==> config.mk <==
export PLATFORM = sky130hd
export DESIGN_NAME = instr_encoder
export DESIGN_NICKNAME = d
export VERILOG_FILES = /design/src/rtl/instr_encoder_pkg.sv /design/src/rtl/instr_encoder_rv_encode.sv /design/src/rtl/instr_encoder.sv
export SDC_FILE = /design/constraint.sdc
export NUM_CORES = 1
export LEC_CHECK = 0
export ABC_CLOCK_PERIOD_IN_PS = 2360
export CORE_ASPECT_RATIO = 1.75
export CORE_MARGIN = 4
export CORE_UTILIZATION = 42
export CTS_BUF_LIST = sky130_fd_sc_hd__clkbuf_4
export CTS_CLUSTER_SIZE = 14
export DETAILED_ROUTE_END_ITERATION = 6
export GPL_TIMING_DRIVEN = 0
export PLACE_DENSITY = 0.89
export SLEW_MARGIN = 30
export SYNTH_ARGS = -nofsm -noshare
export SYNTH_HDL_FRONTEND = slang
export SYNTH_SLANG_ARGS = --single-unit
==> constraint.sdc <==
create_clock -name clk -period 2.36 [get_ports clk]
set_clock_uncertainty 0.2 [all_clocks]
set_input_delay 0.354 -clock clk [delete_from_list [all_inputs] [get_ports clk]]
set_output_delay 0.354 -clock clk [all_outputs]
set_load 0.05 [all_outputs]
==> src/rtl/instr_encoder_pkg.sv <==
// Shared constants for the RV32I program loader: request kinds, opcodes,
// error codes, loader states and immediate range helpers.
package instr_encoder_pkg;

  localparam logic [2:0] KIND_R   = 3'd0;
  localparam logic [2:0] KIND_I   = 3'd1;
  localparam logic [2:0] KIND_LW  = 3'd2;
  localparam logic [2:0] KIND_SW  = 3'd3;
  localparam logic [2:0] KIND_BEQ = 3'd4;
  localparam logic [2:0] KIND_JAL = 3'd5;

  // Same opcode values the single-cycle control decoder matches on.
  localparam logic [6:0] OP_R   = 7'b0110011;
  localparam logic [6:0] OP_I   = 7'b0010011;
  localparam logic [6:0] OP_LW  = 7'b0000011;
  localparam logic [6:0] OP_SW  = 7'b0100011;
  localparam logic [6:0] OP_BEQ = 7'b1100011;
  localparam logic [6:0] OP_JAL = 7'b1101111;

  localparam logic [1:0] ERR_NONE  = 2'd0;
  localparam logic [1:0] ERR_KIND  = 2'd1;
  localparam logic [1:0] ERR_RANGE = 2'd2;
  localparam logic [1:0] ERR_OVF   = 2'd3;

  typedef enum logic [2:0] {
    S_IDLE  = 3'd0,
    S_LOAD  = 3'd1,
    S_WRITE = 3'd2,
    S_DONE  = 3'd3,
    S_ERROR = 3'd4
  } state_e;

  // A 21-bit value fits N signed bits when all bits above N-1 copy the sign.
  function automatic logic fits_s12(input logic [20:0] imm);
    return (&imm[20:11]) | ~(|imm[20:11]);
  endfunction

  function automatic logic fits_s13(input logic [20:0] imm);
    return (&imm[20:12]) | ~(|imm[20:12]);
  endfunction

endpackage

==> src/rtl/instr_encoder_rv_encode.sv <==
// Combinational RV32I field-to-word encoder for the loader's opcode subset,
// flagging unknown kinds and unencodable immediates.
module rv_encode
  import instr_encoder_pkg::*;
(
  input  logic [2:0]  kind,
  input  logic [4:0]  rd,
  input  logic [4:0]  rs1,
  input  logic [4:0]  rs2,
  input  logic [2:0]  funct3,
  input  logic        funct7b5,
  input  logic [20:0] imm,
  output logic [31:0] word,
  output logic        illegal,
  output logic        range_err
);

  always_comb begin
    word      = '0;
    illegal   = 1'b0;
    range_err = 1'b0;
    case (kind)
      KIND_R: begin
        word = {1'b0, funct7b5, 5'b00000, rs2, rs1, funct3, rd, OP_R};
      end
      KIND_I: begin
        word = {imm[11:0], rs1, funct3, rd, OP_I};
        // Shift forms keep shamt in imm[4:0] but own the upper funct7 field.
        if (funct3 == 3'b001 || funct3 == 3'b101) begin
          word[31:25] = {1'b0, funct7b5, 5'b00000};
        end
        range_err = ~fits_s12(imm);
      end
      KIND_LW: begin
        word      = {imm[11:0], rs1, 3'b010, rd, OP_LW};
        range_err = ~fits_s12(imm);
      end
      KIND_SW: begin
        word      = {imm[11:5], rs2, rs1, 3'b010, imm[4:0], OP_SW};
        range_err = ~fits_s12(imm);
      end
      KIND_BEQ: begin
        word      = {imm[12], imm[10:5], rs2, rs1, funct3, imm[4:1], imm[11], OP_BEQ};
        range_err = ~fits_s13(imm) | imm[0];
      end
      KIND_JAL: begin
        word      = {imm[20], imm[10:1], imm[11], imm[19:12], rd, OP_JAL};
        range_err = imm[0];
      end
      default: begin
        illegal = 1'b1;
      end
    endcase
  end

endmodule

==> src/rtl/instr_encoder.sv <==
// Boot-time loader: accepts field-level requests, encodes them and writes
// the words sequentially into instruction memory, one every two cycles.
module instr_encoder
  import instr_encoder_pkg::*;
#(
  parameter int DEPTH_W = 6
) (
  input  logic               clk,
  input  logic               reset_n,
  input  logic               start,
  input  logic               in_valid,
  output logic               in_ready,
  input  logic [2:0]         in_kind,
  input  logic [4:0]         in_rd,
  input  logic [4:0]         in_rs1,
  input  logic [4:0]         in_rs2,
  input  logic [2:0]         in_funct3,
  input  logic               in_funct7b5,
  input  logic [20:0]        in_imm,
  input  logic               in_last,
  output logic               imem_we,
  output logic [DEPTH_W-1:0] imem_addr,
  output logic [31:0]        imem_wdata,
  output logic               busy,
  output logic               done,
  output logic [1:0]         err_code
);

  localparam logic [DEPTH_W-1:0] ADDR_MAX = '1;

  state_e             state_q, state_d;
  logic [DEPTH_W-1:0] addr_q,  addr_d;
  logic [31:0]        wdata_q, wdata_d;
  logic               last_q,  last_d;
  logic [1:0]         err_q,   err_d;

  logic [31:0] enc_word;
  logic        enc_illegal;
  logic        enc_range_err;

  rv_encode u_rv_encode (
    .kind      (in_kind),
    .rd        (in_rd),
    .rs1       (in_rs1),
    .rs2       (in_rs2),
    .funct3    (in_funct3),
    .funct7b5  (in_funct7b5),
    .imm       (in_imm),
    .word      (enc_word),
    .illegal   (enc_illegal),
    .range_err (enc_range_err)
  );

  always_comb begin
    state_d = state_q;
    addr_d  = addr_q;
    wdata_d = wdata_q;
    last_d  = last_q;
    err_d   = err_q;
    case (state_q)
      S_IDLE, S_DONE, S_ERROR: begin
        if (start) begin
          addr_d  = '0;
          err_d   = ERR_NONE;
          state_d = S_LOAD;
        end
      end
      S_LOAD: begin
        if (in_valid) begin
          if (enc_illegal) begin
            err_d   = ERR_KIND;
            state_d = S_ERROR;
          end else if (enc_range_err) begin
            err_d   = ERR_RANGE;
            state_d = S_ERROR;
          end else begin
            wdata_d = enc_word;
            last_d  = in_last;
            state_d = S_WRITE;
          end
        end
      end
      S_WRITE: begin
        // The address saturates at the top slot instead of wrapping to 0.
        if (last_q) begin
          state_d = S_DONE;
          if (addr_q != ADDR_MAX) addr_d = addr_q + DEPTH_W'(1);
        end else if (addr_q == ADDR_MAX) begin
          err_d   = ERR_OVF;
          state_d = S_ERROR;
        end else begin
          addr_d  = addr_q + DEPTH_W'(1);
          state_d = S_LOAD;
        end
      end
      default: state_d = S_IDLE;
    endcase
  end

  always_ff @(posedge clk or negedge reset_n) begin
    if (!reset_n) begin
      state_q <= S_IDLE;
      addr_q  <= '0;
      wdata_q <= '0;
      last_q  <= 1'b0;
      err_q   <= ERR_NONE;
    end else begin
      state_q <= state_d;
      addr_q  <= addr_d;
      wdata_q <= wdata_d;
      last_q  <= last_d;
      err_q   <= err_d;
    end
  end

  assign in_ready   = (state_q == S_LOAD);
  assign imem_we    = (state_q == S_WRITE);
  assign busy       = (state_q == S_LOAD) || (state_q == S_WRITE);
  assign done       = (state_q == S_DONE);
  assign err_code   = err_q;
  assign imem_addr  = addr_q;
  assign imem_wdata = wdata_q;

endmodule
## Yosys cells after proc, flatten, opt, wreduce, memory -nomap -nowiden

Index checks and enable logic that the tools add are counted.

- Input port bits: 48
- Logic and storage cells: 73
- Flip-flop bits (word level): 44
- Output and inout port bits: 44

- Multiplexer cells: 22
- Add/subtract/negate cells: 1
- Equal/unequal tests: 20
- Bitwise gates (word level): 8
- Reductions and logical operators: 17

Operators with widths:

| cell | number |
|---|---|
| one-hot mux 32 bit (6 select lines) | 1 |
| two-way mux 6 bit | 4 |
| two-way mux 3 bit | 6 |
| == test 3 x 2 -> 1 bit (second input constant) | 4 |
| == test 3 bit (second input constant) | 4 |
| two-way mux 2 bit | 6 |
| one-hot mux 6 bit (2 select lines) | 1 |
| AND reduction 10 bit | 1 |
| OR reduction 10 bit | 1 |
| == test 3 x 1 -> 1 bit (second input constant) | 3 |
| one-hot mux 3 bit (3 select lines) | 1 |
| AND reduction 9 bit | 1 |
| OR reduction 9 bit | 1 |
| AND reduction 4 bit | 2 |
| two-way mux 7 bit | 1 |
| adder 6 x 1 -> 6 bit (second input constant) | 1 |
| == test 6 bit (second input constant) | 1 |
| logical NOT 3 bit | 2 |
| inequality test 2 bit (second input constant) | 3 |
| inequality test 3 x 2 -> 1 bit (second input constant) | 2 |
| inequality test 6 bit (second input constant) | 1 |
| one-hot mux 2 bit (3 select lines) | 1 |
| AND reduction 6 bit | 1 |
| OR reduction 3 bit | 2 |
| other kinds (10) | 17 |

## Longest topological paths before layout

- Depth in word-level cells: 10
- Depth in mapped cells: 7
- Gate-level depth less buffers: 7

## Modules after synthesis

From an unflattened synthesis, not the netlist that was laid out.

- Cell total of the unflattened synthesis: 264
- Area total of the unflattened synthesis: 2847.7 um^2

By module, submodules not included:

| module | times used | area each (um^2) | seq. area each (um^2) | cells each |
|---|---|---|---|---|
| instr_encoder | 1 | 2021.9 | 1101.1 | 143 |
| rv_encode | 1 | 825.8 | 0.0 | 121 |

## Worst setup path before layout

Ideal clock, no wire load.

- Path kind: reg2reg
- Start: reg state_q[1]
- End: reg err_q[0], in the netlist err_code[0]
- Cell stages (with the launch flop): 7
- Slack: 0.145 ns
- Buffers on the path: 1
- Data required time: 2.034 ns
- Arrival: 1.889 ns
- Path through: dfrtp_1 or3b_1 buf_2 inv_1 a221o_1 nand2_1 o32a_1

- Elaborated cells between the ends (all ways): 14

RTL lines:

| element | line | source |
|---|---|---|
| from (decl) | instr_encoder.sv:31 | `state_e state_q, state_d;` |
| from (signal assigned) | instr_encoder.sv:108 | `state_q <= state_d;` |
| == test 3 x 1 -> 1 bit * | n/a |  |
| net in_ready | instr_encoder.sv:12 | `output logic in_ready,` |
| inequality test 3 x 2 -> 1 bit (no line), or another cell as far along | n/a |  |
| AND reduction 6 bit (no line) | n/a |  |
| to (signal assigned) | instr_encoder.sv:112 | `err_q <= err_d;` |
| to (decl) | instr_encoder.sv:35 | `logic [1:0] err_q, err_d;` |

The timed path passes the listed nets; every way through them passes the cells marked *.
A chain may end at the register's enable or synchronous reset.

## Worst setup path in the final report

- Start: in in_imm[14]
- End: reg wdata_q[20], in the netlist imem_wdata[20]

- Longest elaborated chain between the ends: 8
- Elaborated cells between the ends (all ways): 14

RTL lines:

| element | line | source |
|---|---|---|
| from (decl) | instr_encoder.sv:19 | `input logic [20:0] in_imm,` |
| OR reduction 9 bit | instr_encoder_pkg.sv:39 | `return (&imm[20:12]) \| ~(\|imm[20:12]);` |
| NOT 1 bit | instr_encoder_pkg.sv:39 |  |
| OR 1 bit | instr_encoder_pkg.sv:39 |  |
| NOT 1 bit | instr_encoder_rv_encode.sv:44 | `range_err = ~fits_s13(imm) \| imm[0];` |
| OR 1 bit | instr_encoder_rv_encode.sv:44 |  |
| one-hot mux 1 bit (3 select lines) * | instr_encoder_rv_encode.sv:22 | `case (kind)` |
| NOT 1 bit (no line) * | n/a |  |
| AND reduction 4 bit (no line) * | n/a |  |
| to (signal assigned) | instr_encoder.sv:110 | `wdata_q <= wdata_d;` |
| to (decl) | instr_encoder.sv:33 | `logic [31:0] wdata_q, wdata_d;` |

Every way passes the cells marked *; elsewhere a longest branch is shown, timed or not.

==> summary.txt <==
Global route
  – Gr usage total: 0.197
  – First-pass GRT wire length: 11.6 mm
  – Number of antenna violations at the first check in global routing: 0
  – Largest net degree at the start of global routing: 24
  – Congestion Overflow GR: 0
  – Vias in the first global route: 2,428

Route
  – Via density: roughly 5.5
  – Drt total wl: 7.29 mm
  – ANT nets after route: 0
  – Initial DRC Count: 78
  – Routed via count: 2,324
  – First drt pass iteration count: 4
  – Drt drc: 0
  – Average wire per standard cell: roughly 17 µm

Yosys
  – Predominant post-synthesis flop cell: dfrtp_1
  – Post-synth ARST share: 1.00
  – Seq/Total Area, Yosys: 0.408
  – Cell area after synthesis: about 2600 µm²
  – Synth Register Bits: 42
  – Syn_nets: 297
  – Cell variety after synth: 45
  – Cells after Synth: ~250
  – Syn Area/Cell: around 10 µm²
  – Warnings, synthesis: 0
  – Number of enable flip-flop cells after synthesis: 0

Setup path
  – Setup crit end kind: flop
  – R2r startpoint: state_q[1]$_DFFE_PN0P_
  – Setup crit start: in_imm[14]
  – Worst-path maximum fanout: 10
  – CP startpoint kind: primary input
  – Critical path class: in2reg
  – Req. time, crit path: 2.40 ns
  – Critical Path AT: 2.37 ns

Clock network
  – Root Driver: clkbuf_4
  – Max H-tree Level: 2
  – CTS Buf Count: 5
  – Clock slew seen by the registers of the worst setup and hold paths: 0.13 ns
  – Clock sink total: between 40 and 50
  – CTS tree: yes
  – Clock buffer depth: 2
  – Clk_lat worst skew: 0.35 ns

Die
  – Die Height: roughly 110 µm
  – Ports: 92
  – Die width: around 67 µm
  – Initial Util: 0.435
  – Die area: roughly 7500 µm²
  – Core Footprint: 5930 µm²
  – Std-Cell Rows: 37

Power
  – Peak VDD IR: 0.618 mV
  – Leakage: 0.00167 µW
  – Pwr dens: about 1200 nW/µm²

STA
  – Peak Freq: 430 MHz
  – Relative slew slack: 0.603
  – Slew Limit Fails: 0
  – Final Hold Viols: 0
  – Final worst slack: 0.0357 ns
  – Tightest Pin Transition: 0.596 ns
  – Tmin final: about 2.3 ns
  – RSZ-0062 raised after global routing: no
  – Hold WS: 0.265 ns
  – Period utilization: 0.985
  – Setup violators final: 0

Layout
  – Ant diodes: 0
  – Layout cell share with drive strength beyond 1: 0.161
  – Area growth from synthesis to layout: 41.9%
  – Fin nets: 395
  – Commonest non-fill, non-tap cell in the layout: clkdlybuf4s50_1
  – Most frequent cells in the layout: clkdlybuf4s50_1, dfrtp_1, mux2_4, nand2_1, o22ai_1

Min path
  – Hold WC Path Type: in2reg
  – Startpoint of the worst hold path: in_valid

Placement
  – Final GP Congestion: 0.820
  – IO buf count: 88
  – Post-place setup slack: -0.555 ns
  – DPL Wire Length: 5.69 mm

Run
  – Max-cap viol count: 0

Run status
  – Status: finished clean
==> power by group <==
group	switching [µW]	internal, µW
clock	243	111
sequential	208	1010
combinational	1600	1060
total	2050	2180
==> per-layer routing <==
layer	global-route usage	up-vias	wire [µm]
li1	-	1101	-
met1	0.218	1118	2690
met2	0.369	93	4100
met3	0.0303	12	353
met4	0.0623	0	135
met5	0	-	0
==> through the flow <==
step / cells / power [µW] / setup TNS [ns] / utilization / cell area [µm²]
global placement: 414 / 3860 / -30.81 / 0.600 / 3550
CTS: 425 / 4260 / 0 / 0.613 / 3630
floorplan: 248 / 3010 / 0 / - / 2570
finish: 425 / 4230 / 0 / 0.617 / 3650
detailed placement: 415 / 3910 / -16.51 / 0.603 / 3580
global route: 425 / 4420 / 0 / 0.617 / 3650
==> cells in the mapped netlist (4+ instances only) <==
cell type / n / share of area
dfrtp_1: 42 / 0.41
nand2b_1: 6 / 0.015
nor2b_1: 13 / 0.032
clkbuf_1: 10 / 0.015
o22ai_1: 16 / 0.039
nand4_1: 6 / 0.015
mux2i_1: 10 / 0.039
a21oi_1: 9 / 0.017
a21bo_2: 4 / 0.016
a31oi_1: 8 / 0.019
a22oi_1: 6 / 0.017
mux2_4: 24 / 0.14
inv_1: 9 / 0.013
a2bb2oi_1: 5 / 0.017
o21ai_0: 7 / 0.014
nand2_1: 16 / 0.023
nor2_1: 13 / 0.019
==> layout make-up <==
| cell class | instances | area (µm²) |
|---|---|---|
| well taps | 78 | 97.6 |
| multi-input cells | 178 | 1400 |
| repair buffers | 91 | 915 |
| flip-flops and latches | 42 | 1050 |
| clock buffers | 5 | 37.5 |
| clock inverters | 3 | 16.3 |
| fillers | 550 | 2270 |
| plain buffers | 19 | 105 |
| inverters | 9 | 33.8 |
==> worst max-delay path, stage by stage <==
cell             delay, ns
clkdlybuf4s50_1       0.54
nand4_1               0.11
or3_4                 0.40
a311oi_4              0.35
nand2_4               0.11
buf_6                 0.19
mux2_4                0.30
==> logic make-up after synthesis <==
group | share of synthesized area
flops | 0.408
fa+ha+maj | 0.00486
buf+inv | 0.0530
simple gates | 0.139
compound gates | 0.183
mux | 0.192
xor+xnor | 0.0204
==> flip-flops by register name, indices dropped and copies added (netlist names) <==
register	cells
imem_addr	6
err_code	2
imem_wdata	30
last_q	1
state_q	3
==> repair_timing <==
item / in CTS / in global routing
hold buffers: 1 / 0
resized for setup: 12 / 11
setup endpoints to repair: 32 / 26
setup buffers: 1 / 0
hold endpoints to repair: 19 / 0
pin swaps: 1 / 1
==> worst paths after layout <==
path	to	slack [ns]	cells after the start
max	imem_wdata[20]$_DFFE_PN0P_	0.04	7
min	imem_wdata[30]$_DFFE_PN0P_	0.26	2
max reg2reg	imem_wdata[20]$_DFFE_PN0P_	0.12	6
min in group asynchronous	imem_addr[5]$_DFFE_PN0P_	0.29	2
min reg2reg	imem_wdata[28]$_DFFE_PN0P_	0.31	1
max in group asynchronous	imem_wdata[7]$_DFFE_PN0P_	1.17	3
(Power assumes the default switching activity.)
